--- config.mk ---
export PLATFORM = sky130hd
export DESIGN_NAME = store_m
export DESIGN_NICKNAME = d
export VERILOG_FILES = /design/src/rtl/store_m.sv
export SDC_FILE = /design/constraint.sdc
export NUM_CORES = 1
export LEC_CHECK = 0
export ABC_AREA = 0
export BUFFER_PORTS_ARGS = -buffer_cell sky130_fd_sc_hd__buf_2
export CAP_MARGIN = 20
export CORE_MARGIN = 4
export CORE_UTILIZATION = 55
export CTS_CLUSTER_DIAMETER = 60
export DETAILED_ROUTE_END_ITERATION = 10
export GPL_ROUTABILITY_DRIVEN = 0
export PLACE_DENSITY = 0.79
export SLEW_MARGIN = 20
export SYNTH_ARGS = -nofsm -noshare
export SYNTH_HDL_FRONTEND = slang
export SYNTH_SLANG_ARGS = --single-unit
--- constraint.sdc ---
create_clock -name clk -period 17.1 [get_ports clk]
set_input_delay 3.42 -clock clk [delete_from_list [all_inputs] [get_ports clk]]
set_output_delay 3.42 -clock clk [all_outputs]
set_load 0.05 [all_outputs]
--- src/rtl/store_m.sv ---
// store_m: streams matrix tiles from a compute array out to byte-addressed memory, one element per cycle.
// Latency: write k of an accepted tile reaches the memory port k+1 cycles after the accepting edge; done follows the last row.
// Backpressure: tile_ready is high only in WAIT_TILE. The block stalls indefinitely while tile_valid is low. The memory port is never stalled.
//
// Ports:
//   clk, rst            clock (rising edge), asynchronous active-high reset
//   valid_in            start pulse; samples dram_addr / rows / cols in IDLE
//   dram_addr[23:0]     base byte address of the matrix
//   rows[9:0], cols[9:0] matrix rows and valid columns per row
//   tile_in/tile_valid  tile data (element e at [e*DATA_WIDTH +: DATA_WIDTH]) and its valid
//   tile_ready          high exactly while waiting for a tile
//   mem_we/mem_addr/mem_din  registered memory write port
//   busy, done          not-idle flag and one-cycle completion pulse
// Build option: STORE_M_SKIP_PAD_EN suppresses mem_we on padding columns. The address still advances on those columns.

package accelerator_config_pkg;
    localparam int TILE_WIDTH = 256;
    localparam int DATA_WIDTH = 8;
endpackage

module store_m #(
    parameter int TILE_WIDTH = accelerator_config_pkg::TILE_WIDTH,
    parameter int DATA_WIDTH = accelerator_config_pkg::DATA_WIDTH
) (
    input  logic                  clk,
    input  logic                  rst,
    input  logic                  valid_in,
    input  logic [23:0]           dram_addr,
    input  logic [9:0]            rows,
    input  logic [9:0]            cols,
    input  logic [TILE_WIDTH-1:0] tile_in,
    input  logic                  tile_valid,
    output logic                  tile_ready,
    output logic                  mem_we,
    output logic [23:0]           mem_addr,
    output logic [DATA_WIDTH-1:0] mem_din,
    output logic                  busy,
    output logic                  done
);

    localparam int TILE_ELEMS = TILE_WIDTH / DATA_WIDTH;
    localparam int EW         = (TILE_ELEMS > 1) ? $clog2(TILE_ELEMS) : 1;
    // The column counter runs up to tiles_per_row*TILE_ELEMS, which can exceed 1023.
    localparam int CW         = $clog2(1024 + TILE_ELEMS);

    typedef enum logic [2:0] {
        IDLE,
        WAIT_TILE,
        WRITING,
        NEXT_TILE,
        NEXT_ROW,
        DONE
    } state_t;

    state_t state_q, state_d;

    logic [23:0]   addr_q, addr_d;              // running write address
    logic [9:0]    rows_q, rows_d;
    logic [9:0]    cols_q, cols_d;
    logic [CW-1:0] tpr_q, tpr_d;                // tiles per row
    logic [9:0]    current_row_q, current_row_d;
    logic [CW-1:0] col_in_row_q, col_in_row_d;
    logic [CW-1:0] tile_in_row_q, tile_in_row_d;
    logic [EW-1:0] elem_cnt_q, elem_cnt_d;
    logic [TILE_ELEMS-1:0][DATA_WIDTH-1:0] tile_buf_q, tile_buf_d;

    logic                  mem_we_q, mem_we_d;
    logic [23:0]           mem_addr_q, mem_addr_d;
    logic [DATA_WIDTH-1:0] mem_din_q, mem_din_d;
    logic                  done_q, done_d;

    logic pad;

    // State register and all datapath flops
    always_ff @(posedge clk or posedge rst) begin
        if (rst) begin
            state_q       <= IDLE;
            addr_q        <= '0;
            rows_q        <= '0;
            cols_q        <= '0;
            tpr_q         <= '0;
            current_row_q <= '0;
            col_in_row_q  <= '0;
            tile_in_row_q <= '0;
            elem_cnt_q    <= '0;
            tile_buf_q    <= '0;
            mem_we_q      <= 1'b0;
            mem_addr_q    <= '0;
            mem_din_q     <= '0;
            done_q        <= 1'b0;
        end else begin
            state_q       <= state_d;
            addr_q        <= addr_d;
            rows_q        <= rows_d;
            cols_q        <= cols_d;
            tpr_q         <= tpr_d;
            current_row_q <= current_row_d;
            col_in_row_q  <= col_in_row_d;
            tile_in_row_q <= tile_in_row_d;
            elem_cnt_q    <= elem_cnt_d;
            tile_buf_q    <= tile_buf_d;
            mem_we_q      <= mem_we_d;
            mem_addr_q    <= mem_addr_d;
            mem_din_q     <= mem_din_d;
            done_q        <= done_d;
        end
    end

    // Next-state logic
    always_comb begin
        state_d = state_q;
        case (state_q)
            IDLE: begin
                if (valid_in) begin
                    state_d = (rows == 10'd0 || cols == 10'd0) ? DONE : WAIT_TILE;
                end
            end
            WAIT_TILE: begin
                if (tile_valid) begin
                    state_d = WRITING;
                end
            end
            WRITING: begin
                if (elem_cnt_q == EW'(TILE_ELEMS - 1)) begin
                    state_d = NEXT_TILE;
                end
            end
            NEXT_TILE: begin
                state_d = (tile_in_row_q + CW'(1) >= tpr_q) ? NEXT_ROW : WAIT_TILE;
            end
            NEXT_ROW: begin
                state_d = (current_row_q + 10'd1 >= rows_q) ? DONE : WAIT_TILE;
            end
            DONE: begin
                state_d = IDLE;
            end
            default: begin
                state_d = IDLE;
            end
        endcase
    end

    // Columns beyond the valid width of the row are padding.
    assign pad = (col_in_row_q >= CW'(cols_q));

    // Datapath and registered-output logic
    always_comb begin
        addr_d        = addr_q;
        rows_d        = rows_q;
        cols_d        = cols_q;
        tpr_d         = tpr_q;
        current_row_d = current_row_q;
        col_in_row_d  = col_in_row_q;
        tile_in_row_d = tile_in_row_q;
        elem_cnt_d    = elem_cnt_q;
        tile_buf_d    = tile_buf_q;
        mem_we_d      = 1'b0;
        mem_addr_d    = mem_addr_q;
        mem_din_d     = mem_din_q;
        done_d        = 1'b0;
        case (state_q)
            IDLE: begin
                if (valid_in) begin
                    addr_d        = dram_addr;
                    rows_d        = rows;
                    cols_d        = cols;
                    tpr_d         = (CW'(cols) + CW'(TILE_ELEMS - 1)) / CW'(TILE_ELEMS);
                    current_row_d = '0;
                    col_in_row_d  = '0;
                    tile_in_row_d = '0;
                    elem_cnt_d    = '0;
                end
            end
            WAIT_TILE: begin
                if (tile_valid) begin
                    tile_buf_d = tile_in;
                    elem_cnt_d = '0;
                end
            end
            WRITING: begin
`ifdef STORE_M_SKIP_PAD_EN
                mem_we_d   = !pad;
`else
                mem_we_d   = 1'b1;
`endif
                mem_addr_d = addr_q;
                mem_din_d  = pad ? '0 : tile_buf_q[elem_cnt_q];
                // Address advances on padding too, so every row has the same stride.
                addr_d       = addr_q + 24'd1;
                col_in_row_d = col_in_row_q + CW'(1);
                elem_cnt_d   = elem_cnt_q + EW'(1);
            end
            NEXT_TILE: begin
                tile_in_row_d = tile_in_row_q + CW'(1);
            end
            NEXT_ROW: begin
                current_row_d = current_row_q + 10'd1;
                col_in_row_d  = '0;
                tile_in_row_d = '0;
            end
            DONE: begin
                done_d = 1'b1;
            end
            default: begin
                done_d = 1'b0;
            end
        endcase
    end

    // Output logic
    assign tile_ready = (state_q == WAIT_TILE);
    assign busy       = (state_q != IDLE);
    assign mem_we     = mem_we_q;
    assign mem_addr   = mem_addr_q;
    assign mem_din    = mem_din_q;
    assign done       = done_q;

endmodule

Word level (Yosys, flattened, before mapping)
Cells that the tools add are included.
{ "totals": {"word_cells": 104, "in_bits": 304, "memories": 0, "register_bits": 380, "latch_bits": 0, "ramBits": 0, "output_inout_bits": 36, "romBits": 0} }
{ "op_classes": {"bitwise": 0, "mul": 0, "n_shift": 0, "div": 0, "n_lt_le_gt_ge": 4, "reduce_logical": 18, "add_sub_neg": 6, "n_eq_ne": 9, "n_mux": 22} }
{ "ops": {"columns": ["op", "count"], "rows": [
  ["case mux 11 bit (3 select lines)", 2],
  ["case mux 24 bit (2 select lines)", 1],
  ["binary-select mux 8 bit (select 5 bit)", 1],
  ["adder 24 x 1 -> 24 bit, second input constant", 1],
  ["2-to-1 mux 24 bit", 1],
  ["adder 11 x 1 -> 11 bit, second input constant", 2],
  ["logical NOT 10 bit", 2],
  ["case mux 10 bit (2 select lines)", 1],
  ["2-to-1 mux 3 bit", 6],
  ["2-to-1 mux 8 bit", 2],
  ["case mux 3 bit (5 select lines)", 1],
  ["case mux 5 bit (3 select lines)", 1],
  ["AND reduction 2 bit", 6],
  ["nonzero test 3 bit", 4],
  ["adder 10 x 5 -> 11 bit, second input constant", 1],
  [">= comparator 11 x 10 -> 1 bit", 1],
  [">= comparator 11 x 6 -> 1 bit", 1],
  ["2-to-1 mux 11 bit", 1],
  ["adder 10 x 1 -> 10 bit, second input constant", 1],
  [">= comparator 10 bit", 1],
  ["2-to-1 mux 10 bit", 1],
  ["2-to-1 mux 5 bit", 2],
  ["== test 3 x 2 -> 1 bit, second input constant", 2],
  ["== test 3 bit, second input constant", 2],
  ["other kinds (10)", 15]
]} }

Logic depth before layout (Yosys ltp)
Gate-level depths: netlist (run 1).
{ "depth": {"ltp_word": 5, "mapped_depth": 10, "mapped_depth_nobuf": 10} }

Worst setup path before layout (run 1)
Ideal clock, no wire load.
{ "synth_path": {"kind": "flip-flop to output port", "from": "register state_q[0]", "to": "output tile_ready", "n_path_buf": 1, "t_required_ns": 13.680, "slack_ns": 12.367, "path_stages_with_launch": 4, "arrival_ns": 1.313, "cell_sequence": "dfrtp_1 clkbuf_1 nand2_1 nor2_1"} }
{ "synth_between": {"elab_chain_len": 1} }
{ "synth_lines": {"columns": ["item", "line", "rtl"], "rows": [
  ["start, declared", "55", "state_t state_q, state_d;"],
  ["start signal, assigned", "92", "state_q <= state_d;"],
  ["== test 3 x 1 -> 1 bit", "211", "assign tile_ready = (state_q == WAIT_TILE);"],
  ["end, declared", "33", "output logic tile_ready,"]
]} }
No other way between the ends.

Worst setup path after layout (run 1)
{ "layout_path": {"from": "input tile_valid", "to": "register tile_buf_q[174] (netlist name)"} }
{ "layout_between": {"elab_chain_len": 1} }
{ "layout_lines": {"columns": ["item", "line", "rtl"], "rows": [
  ["start, declared", "32", "input logic tile_valid,"],
  ["AND reduction 2 bit (no source line)", null, null],
  ["end signal, assigned", "101", "tile_buf_q <= tile_buf_d;"],
  ["end, declared", "65", "logic [TILE_ELEMS-1:0][DATA_WIDTH-1:0] tile_buf_q, tile_buf_d;"]
]} }
No other way between the ends.
A chain may end at the register's enable or synchronous reset.

==> results_dict.tcl, run 1 <==
set metrics [dict create \
    hold_viol_final 0 \
    synth_top_area_share 0.526 \
    yosysWarnings 0 \
    io_pins 340 \
    tns_ps 0 \
    fill_cells 2429 \
    highest_layer "met5" \
    clockBufferDepth 3 \
    async_flop_share 1.00 \
    final_common_cell "dfrtp_1" \
    grt.overflow.total 0 \
    antenna_found_initial 26 \
    grt_max_degree 157 \
    swShare 0.358 \
    period_share 0.341 \
    die_y_um 189 \
    die_w_um 189 \
    syn_inst 1467 \
    wl_per_cell_um 20.9 \
    cts_max_level 2 \
    cp_max_fo 70 \
    fin_ws_ps 11270 \
    seqPwrFrac 0.394 \
    drcViolationCount 0 \
    routed-via-count 13198 \
    drive_gt1_frac 0.399 \
    synthesis.nets 1803 \
    grt_pass1_wl_um 74300 \
    power_density_mw_per_mm2 188 \
    grt_use_total 0.259 \
    viasPerCell 5.83 \
    final_cell_mix "dfrtp_1 (378), buf_2 (339), mux2_2 (258)" \
    critPathCaptureType "flip-flop" \
    routed_wl_um 47200 \
    hold_slack_ps 468 \
    synth_enable_flop_cells 0 \
    cts_hold_buf 0 \
    cts_setup_buffers 0 \
    io_buffers 339 \
    place_ws_ps 10820 \
    critPathKind "input port to flip-flop" \
    p_int_mw 2.59 \
    met2_length_um 23000 \
    wl_met1_um 19100 \
    dpl.hpwl_um 33200 \
    post_cts_resized 0 \
    rows 66 \
    cp.required_ps 17510 \
    drv_cap 0 \
    max_slew.worst_pin.slew_ps 988 \
    ys_seq_elements 380 \
    synth_area_per_cell_um2 12.3 \
    dr.pass1.iters 5 \
    run_status "finished, final reports clean" \
    power.combinational.fraction 0.387 \
    synth_area_leaders "dfrtp_1 (53%), mux2_2 (16%), mux4_2 (4.0%)" \
    nets 2109 \
    startpoint_type "input port" \
    syn_to_final_growth_pct 18.4 \
    drtIter0Drc 854 \
    max_clock_freq_mhz 172 \
    root_buffer "clkbuf_16" \
    seq_area_frac_synth 0.526 \
    rsz0062_at_grt "no" \
    fin_crit_ps 5830 \
    p_switching_mw 1.44 \
    core_mm2 0.0325 \
    first_global_vias 13788 \
    synth_top_area_cell "dfrtp_1" \
    numCtsBuffers 42 \
    ir_drop_uv 110 \
    synthFlopType "dfrtp_1" \
    pwr-share-clk 0.218 \
    wl_met3_um 3470 \
    die_area_mm2 0.0358 \
    setup_viol 0 \
    cp.arrival_ps 6240 \
    cts.clk_slew.worst_paths_ps 50 \
    clk_latency_ps 540 \
    start_util 0.557 \
    drv_slew 0 \
    fin_skew_ps 17.7 \
    yosysUniqueCellTypes 62 \
    clkSinkCount 380 \
    syn-cell-area_mm2 0.0181 \
    min_path_type "flip-flop to flip-flop" \
    ant_nets 0 \
    p_leak_nw 9.61 \
    cts_tree "built" \
    slew-limit-headroom 0.342 \
]
## logic make-up after synthesis
| group | Yosys count | share of synthesized area |
|---|---|---|
| XOR/XNOR | 28 | 0.0136 |
| buffers and inverters | 130 | 0.0331 |
| flip-flops | 380 | 0.526 |
| multiplexers | 354 | 0.236 |
| adder cells (fa/ha/maj) | 32 | 0.0221 |
| AO/OA/AOI/OAI | 240 | 0.0922 |
| AND/OR/NAND/NOR | 303 | 0.0772 |
## path summary, 6_finish.rpt
check,start,endpoint,slack [ps],cells after the start
max,tile_valid,tile_buf_q[174],11270,5
min,mem_addr[8],mem_addr[8],470,2
max reg2reg,state_q[1],tile_buf_q[174],13140,7
min reg2reg,mem_addr[8],mem_addr[8],470,2
max in group asynchronous,rst,tile_buf_q[128],11760,4
min in group asynchronous,rst,rows_q[2],3030,2
## layer usage
metal	GRT usage	up-vias
met1	0.343	6599
li1	-	5991
met5	0	-
met2	0.429	468
met4	0.0821	22
met3	0.0614	118
## per-stage QoR
step	power [mW]	cells	instance area (um^2)	util
2_1_floorplan	2.75	1467	18100	-
3_3_place_gp	3.08	2171	20000	0.616
3_5_place_dp	3.16	2171	20000	0.616
4_1_cts	4.05	2245	21400	0.658
5_1_grt	4.27	2259	21400	0.660
6_report	4.03	2262	21400	0.660
## worst max-delay path, stage by stage
cell and delay (ps):
buf_2 100, and2_4 560, buf_4 810, buf_4 790, mux2_2 420
## synth_stat cells, types with 3 or more instances
| library cell | count |
|---|---|
| a211o_1 | 3 |
| mux2_2 | 258 |
| o211ai_1 | 4 |
| a311o_1 | 8 |
| nor2b_1 | 10 |
| buf_1 | 4 |
| and2_1 | 5 |
| nand2_1 | 136 |
| mux2i_1 | 64 |
| inv_1 | 38 |
| buf_6 | 6 |
| buf_4 | 5 |
| a31oi_1 | 5 |
| dfrtp_1 | 380 |
| a211oi_1 | 20 |
| clkbuf_1 | 39 |
| nand3_1 | 31 |
| a311oi_1 | 8 |
| and3_1 | 10 |
| xor2_1 | 15 |
| nand2b_1 | 14 |
| nor2_1 | 55 |
| ha_1 | 32 |
| xnor2_1 | 13 |
| nor3_1 | 14 |
| a32o_1 | 8 |
| a21o_1 | 5 |
| a22o_1 | 4 |
| nor4_1 | 5 |
| o22ai_1 | 23 |
| o22a_1 | 8 |
| o41ai_1 | 4 |
| or2_2 | 4 |
| mux4_2 | 32 |
| o21ai_0 | 65 |
| a21oi_1 | 27 |
| nand4_1 | 7 |
| o31ai_1 | 5 |
| o221ai_1 | 26 |
| buf_2 | 38 |
## sequential cells by signal, summed over array words and instances, names as in the netlist, 3 cells and up
| name | cells |
|---|---|
| tile_buf_q | 256 |
| addr_q | 24 |
| mem_addr | 24 |
| col_in_row_q | 11 |
| tile_in_row_q | 11 |
| cols_q | 10 |
| current_row_q | 10 |
| rows_q | 10 |
| mem_din | 8 |
| tpr_q | 6 |
| elem_cnt_q | 5 |
| state_q | 3 |
## layout make-up
type                       instances  area [um^2]  area share
antenna                           17         42.5     0.00199
clock buffer                      61         1210      0.0567
clock inverter                    13          143     0.00666
inverter                          38          155     0.00725
multi-input combinational        957         7980       0.373
sequential                       380         9510       0.444
tap                              442          553      0.0258
timing repair buffer             354         1810      0.0847
## power groups by stage
| stage | sequential, mW | clock, mW | combinational, mW |
|---|---|---|---|
| finish | 1.59 | 0.881 | 1.56 |
| global route | 1.64 | 0.937 | 1.70 |
| CTS | 1.59 | 0.895 | 1.57 |
| detailed placement | 1.59 | 0 | 1.56 |
| global placement | 1.57 | 0 | 1.51 |
| floorplan | 1.63 | 0 | 1.13 |
(Power assumes the default switching activity.)
==> run 2, diff against run 1 <==
- CORE_UTILIZATION: 55 -> 51
- PLACE_DENSITY: 0.79 -> 0.77
- clock period: 17.1 -> 4.8 ns (I/O delays scaled with it)
==> results_dict.tcl, run 2 (synthesized netlist as in run 1, its figures left out) <==
set metrics [dict create \
    run_status "finished, final reports clean" \
    startpoint_type "flip-flop" \
    nets 2110 \
    dr.pass1.iters 5 \
    p_total_mw 14.7 \
    min_to "mem_addr[10]" \
    whs_path_depth 2 \
    fin_skew_ps 30.1 \
    ir_drop_uv 613 \
    reg2reg_depth 6 \
    r2r_start "elem_cnt_q[0]" \
    grt_max_degree 133 \
    start_util 0.520 \
    cts_tree "built" \
    fin_ws_ps 1850 \
    swShare 0.359 \
    drtIter0Drc 885 \
    viasPerCell 5.82 \
    reg2reg_to "mem_din[7]" \
    cts_max_level 2 \
    rsz0062_at_grt "no" \
    cts_hold_buf 0 \
    clkSinkCount 380 \
    ant_nets 0 \
    critPathKind "flip-flop to output pin" \
    rows 68 \
    drcViolationCount 0 \
    place_ws_ps 1830 \
    clk_latency_ps 580 \
    p_leak_nw 9.70 \
    antenna_found_initial 12 \
    min_path_type "flip-flop to flip-flop" \
    max_slew.worst_pin.slew_ps 1030 \
    seqPwrFrac 0.388 \
    final_cell_mix "dfrtp_1 (378), buf_2 (339), mux2_2 (258)" \
    hold_viol_final 0 \
    clockBufferDepth 3 \
    p_int_mw 9.42 \
    max_clock_freq_mhz 338 \
    setup_viol 0 \
    grt.overflow.total 0 \
    core_mm2 0.0348 \
    period_share 0.616 \
    place_area_mm2 0.0201 \
    syn_to_final_growth_pct 19.5 \
    wl_per_cell_um 21.2 \
    reg2reg_slack_ps 1970 \
    drive_gt1_frac 0.403 \
    numCtsBuffers 42 \
    dpl.hpwl_um 34500 \
    cp.required_ps 3840 \
    hold_start "mem_addr[10]" \
    cts_setup_buffers 0 \
    drv_slew 0 \
    fin_area_mm2 0.0216 \
    final_cells 2275 \
    cts.clk_slew.worst_paths_ps 60 \
    cp_max_fo 17 \
    die_y_um 196 \
    routed-via-count 13247 \
    die_area_mm2 0.0385 \
    top_register "tile_buf_q" \
    p_switching_mw 5.27 \
    final_util 0.621 \
    io_buffers 339 \
    die_w_um 196 \
    routed_wl_um 48300 \
    critPathCaptureType "output pin" \
    power.combinational.fraction 0.382 \
    fin_crit_ps 2950 \
    final_common_cell "dfrtp_1" \
    pwr-share-clk 0.230 \
    grt_pass1_wl_um 75800 \
    drv_cap 0 \
    io_pins 340 \
    grt_use_total 0.247 \
    power_density_mw_per_mm2 680 \
    largest_reg_flops 256 \
    dp_cells 2185 \
    first_global_vias 13781 \
    root_buffer "clkbuf_16" \
    cp.arrival_ps 1990 \
    post_cts_resized 0 \
    slew-limit-headroom 0.317 \
]
==> run 2: changes by cell type in the layout (fill, tap and decap cells not counted), sizes merged <==
cell    change
clkbuf      -4
buf         +1
inv         +1
clkinv      +2
bufinv      +3
diode       -3
==> run 2: how the worst max path moves through the flow <==
stage | from | to | cells after the start
floorplan | rst | addr_q[0] | 1
global placement | valid_in | tile_in_row_q[8] | 7
detailed placement | valid_in | tile_in_row_q[7] | 7
CTS | state_q[1] | tile_ready | 4
global route | state_q[1] | tile_ready | 4
finish | state_q[1] | tile_ready | 4
==> run 2: worst max-delay path, stage by stage, from the launching register on <==
cell and delay [ps]:
dfrtp_1 550, inv_1 240, nand2_1 100, nor2_1 220, buf_2 320
==> run 2: final cells by class <==
type	instances	area (um^2)
fill	2715	13200
sequential	380	9510
multi-input combinational	957	7980
timing repair buffer	355	1890
clock buffer	57	1200
tap	455	569
clock inverter	19	274
inverter	38	146
antenna	14	35.0
==> run 2: layer usage <==
metal  up-vias  wire [um]  global-route usage
met4         6       1470              0.0859
met5         -         46                   0
met2       490      23200               0.392
met3        92       3510              0.0503
met1      6653      20100               0.343
li1       6006          -                   -
==> run 2: power groups by stage <==
stage | Combinational [mW] | Sequential [mW] | Clock [mW]
2_1_floorplan | 4.01 | 5.80 | 0
3_3_place_gp | 5.43 | 5.64 | 0
3_5_place_dp | 5.59 | 5.74 | 0
4_1_cts | 5.62 | 5.69 | 3.45
5_1_grt | 6.10 | 5.87 | 3.60
6_report | 5.61 | 5.70 | 3.38
==> run 2: per-stage QoR <==
step	TNS, ps	hold WS, ps
floorplan	-481090	450
global placement	0	453
detailed placement	0	458
CTS	0	472
global route	0	503
finish	0	469
==> run 3, diff against run 2 <==
- clock period: 4.8 -> 2.46 ns (I/O delays scaled with it)
==> results_dict.tcl, run 3 (synthesized netlist as in run 1, its figures left out) <==
set metrics [dict create \
    antenna_found_initial 2 \
    die_w_um 196 \
    grt.overflow.total 0 \
    cp.arrival_ps 1850 \
    wl_met3_um 3650 \
    ir_drop_uv 917 \
    grt_use_total 0.258 \
    place_ws_ps 56.0 \
    fin_skew_ps 17.8 \
    grt_max_degree 85 \
    cts_hold_buf 0 \
    p_switching_mw 10.5 \
    cts_max_level 2 \
    final_common_cell "dfrtp_1" \
    rows 68 \
    met2_length_um 24900 \
    setup_viol 0 \
    seqPwrFrac 0.381 \
    nets 2167 \
    dr.pass1.iters 5 \
    min_path_type "input port to asynchronous set/reset pin" \
    r2r_start "col_in_row_q[0]" \
    routed_wl_um 50300 \
    wl_per_cell_um 21.7 \
    drv_slew 0 \
    wl_met1_um 20000 \
    drv_cap 0 \
    drcViolationCount 0 \
    cts.clk_slew.worst_paths_ps 60 \
    die_area_mm2 0.0385 \
    core_mm2 0.0348 \
    viasPerCell 5.86 \
    run_status "finished, final reports clean" \
    dpl.hpwl_um 37500 \
    hold_viol_final 0 \
    critPathCaptureType "output pin" \
    clkSinkCount 380 \
    power_density_mw_per_mm2 1330 \
    cp_max_fo 10 \
    cp.required_ps 1970 \
    syn_to_final_growth_pct 23.0 \
    place_area_mm2 0.0206 \
    reg2reg_slack_ps 130 \
    max_slew.worst_pin.slew_ps 689 \
    fill_cells 2608 \
    power.combinational.fraction 0.391 \
    startpoint_type "flip-flop" \
    pwr-share-clk 0.228 \
    largest_reg_flops 256 \
    drive_gt1_frac 0.425 \
    reg2reg_to "mem_din[3]" \
    first_global_vias 14163 \
    top_register "tile_buf_q" \
    ant_nets 0 \
    p_int_mw 19.0 \
    seq_area_mm2 0.00951 \
    clockBufferDepth 3 \
    final_cell_mix "dfrtp_1 (378), buf_2 (339), mux2_2 (258)" \
    tns_ps 0 \
    multi_input_area_mm2 0.00801 \
    fin_crit_ps 2350 \
    crit_path_start "state_q[0]" \
    cts_tree "built" \
    reg2reg_depth 7 \
    die_y_um 196 \
    io_buffers 339 \
    routed-via-count 13603 \
    numCtsBuffers 42 \
    fin_ws_ps 115 \
    root_buffer "clkbuf_16" \
    grt_pass1_wl_um 78600 \
    drtIter0Drc 874 \
    io_pins 340 \
    slew-limit-headroom 0.540 \
    p_leak_nw 10.0 \
    critPathKind "flip-flop to output pin" \
    swShare 0.355 \
    clk_latency_ps 550 \
    period_share 0.953 \
    max_clock_freq_mhz 426 \
    fin_area_mm2 0.0222 \
    final_util 0.639 \
    start_util 0.520 \
    highest_layer "met5" \
]
## run 3: cell types whose count changed in the layout (fill, tap and decap cells not counted), moves of 3 or more
cell        delta
clkinvlp_4     +3
clkbuf_16      +3
buf_4         +43
diode_2       -11
buf_12        +14
## run 3: critical path, cell delays in order (launching register included)
cell and delay [ps]:
dfrtp_1 480, buf_4 200, nor2_1 230, nand2_1 150, buf_2 230
## run 3: per-layer routing
layer	vias to the layer above	global-route usage
met2	546	0.432
met5	-	0
met4	2	0.0954
met3	102	0.0495
met1	6838	0.337
li1	6115	-
## run 3: power groups by stage
| stage | Sequential (mW) | Combinational (mW) | Clock, mW |
|---|---|---|---|
| after floorplan | 11.3 | 7.83 | 0 |
| after global placement | 11.1 | 11.0 | 0 |
| after CTS | 11.2 | 11.5 | 6.84 |
| final | 11.2 | 11.5 | 6.72 |
| after global routing | 11.5 | 12.5 | 7.12 |
| after detailed placement | 11.3 | 11.4 | 0 |
## run 3: repair_timing
item,CTS,global route
setup buffers,0,6
setup endpoints to repair,0,5
gates resized for setup,0,6
## run 3: worst max path at each step
stage / to / cells after the start / slack, ps
after detailed placement: mem_din[0] / 6 / 60
after global placement: mem_din[0] / 6 / 50
after CTS: state_q[2] / 11 / 20
after global routing: state_q[2] / 11 / -10
after floorplan: addr_q[0] / 1 / -3140
final: busy / 4 / 110
## run 3: stage by stage
| step | std cells | hold slack, ps | total power, mW |
|---|---|---|---|
| 5_1_grt | 2318 | 57.5 | 31.1 |
| 4_1_cts | 2311 | 43.8 | 29.5 |
| 3_3_place_gp | 2236 | 453 | 22.2 |
| 3_5_place_dp | 2236 | 457 | 22.6 |
| 6_report | 2320 | 53.3 | 29.5 |
| 2_1_floorplan | 1467 | 450 | 19.1 |
## run 3: area by class of cell
| type | instances | share of cell area |
|---|---|---|
| Antenna cell | 3 | 0.000338 |
| Clock buffer | 57 | 0.0558 |
| Clock inverter | 18 | 0.0114 |
| Inverter | 38 | 0.00658 |
| Multi-Input combinational cell | 957 | 0.360 |
| Sequential cell | 380 | 0.428 |
| Tap cell | 455 | 0.0256 |
| Timing Repair Buffer | 412 | 0.112 |
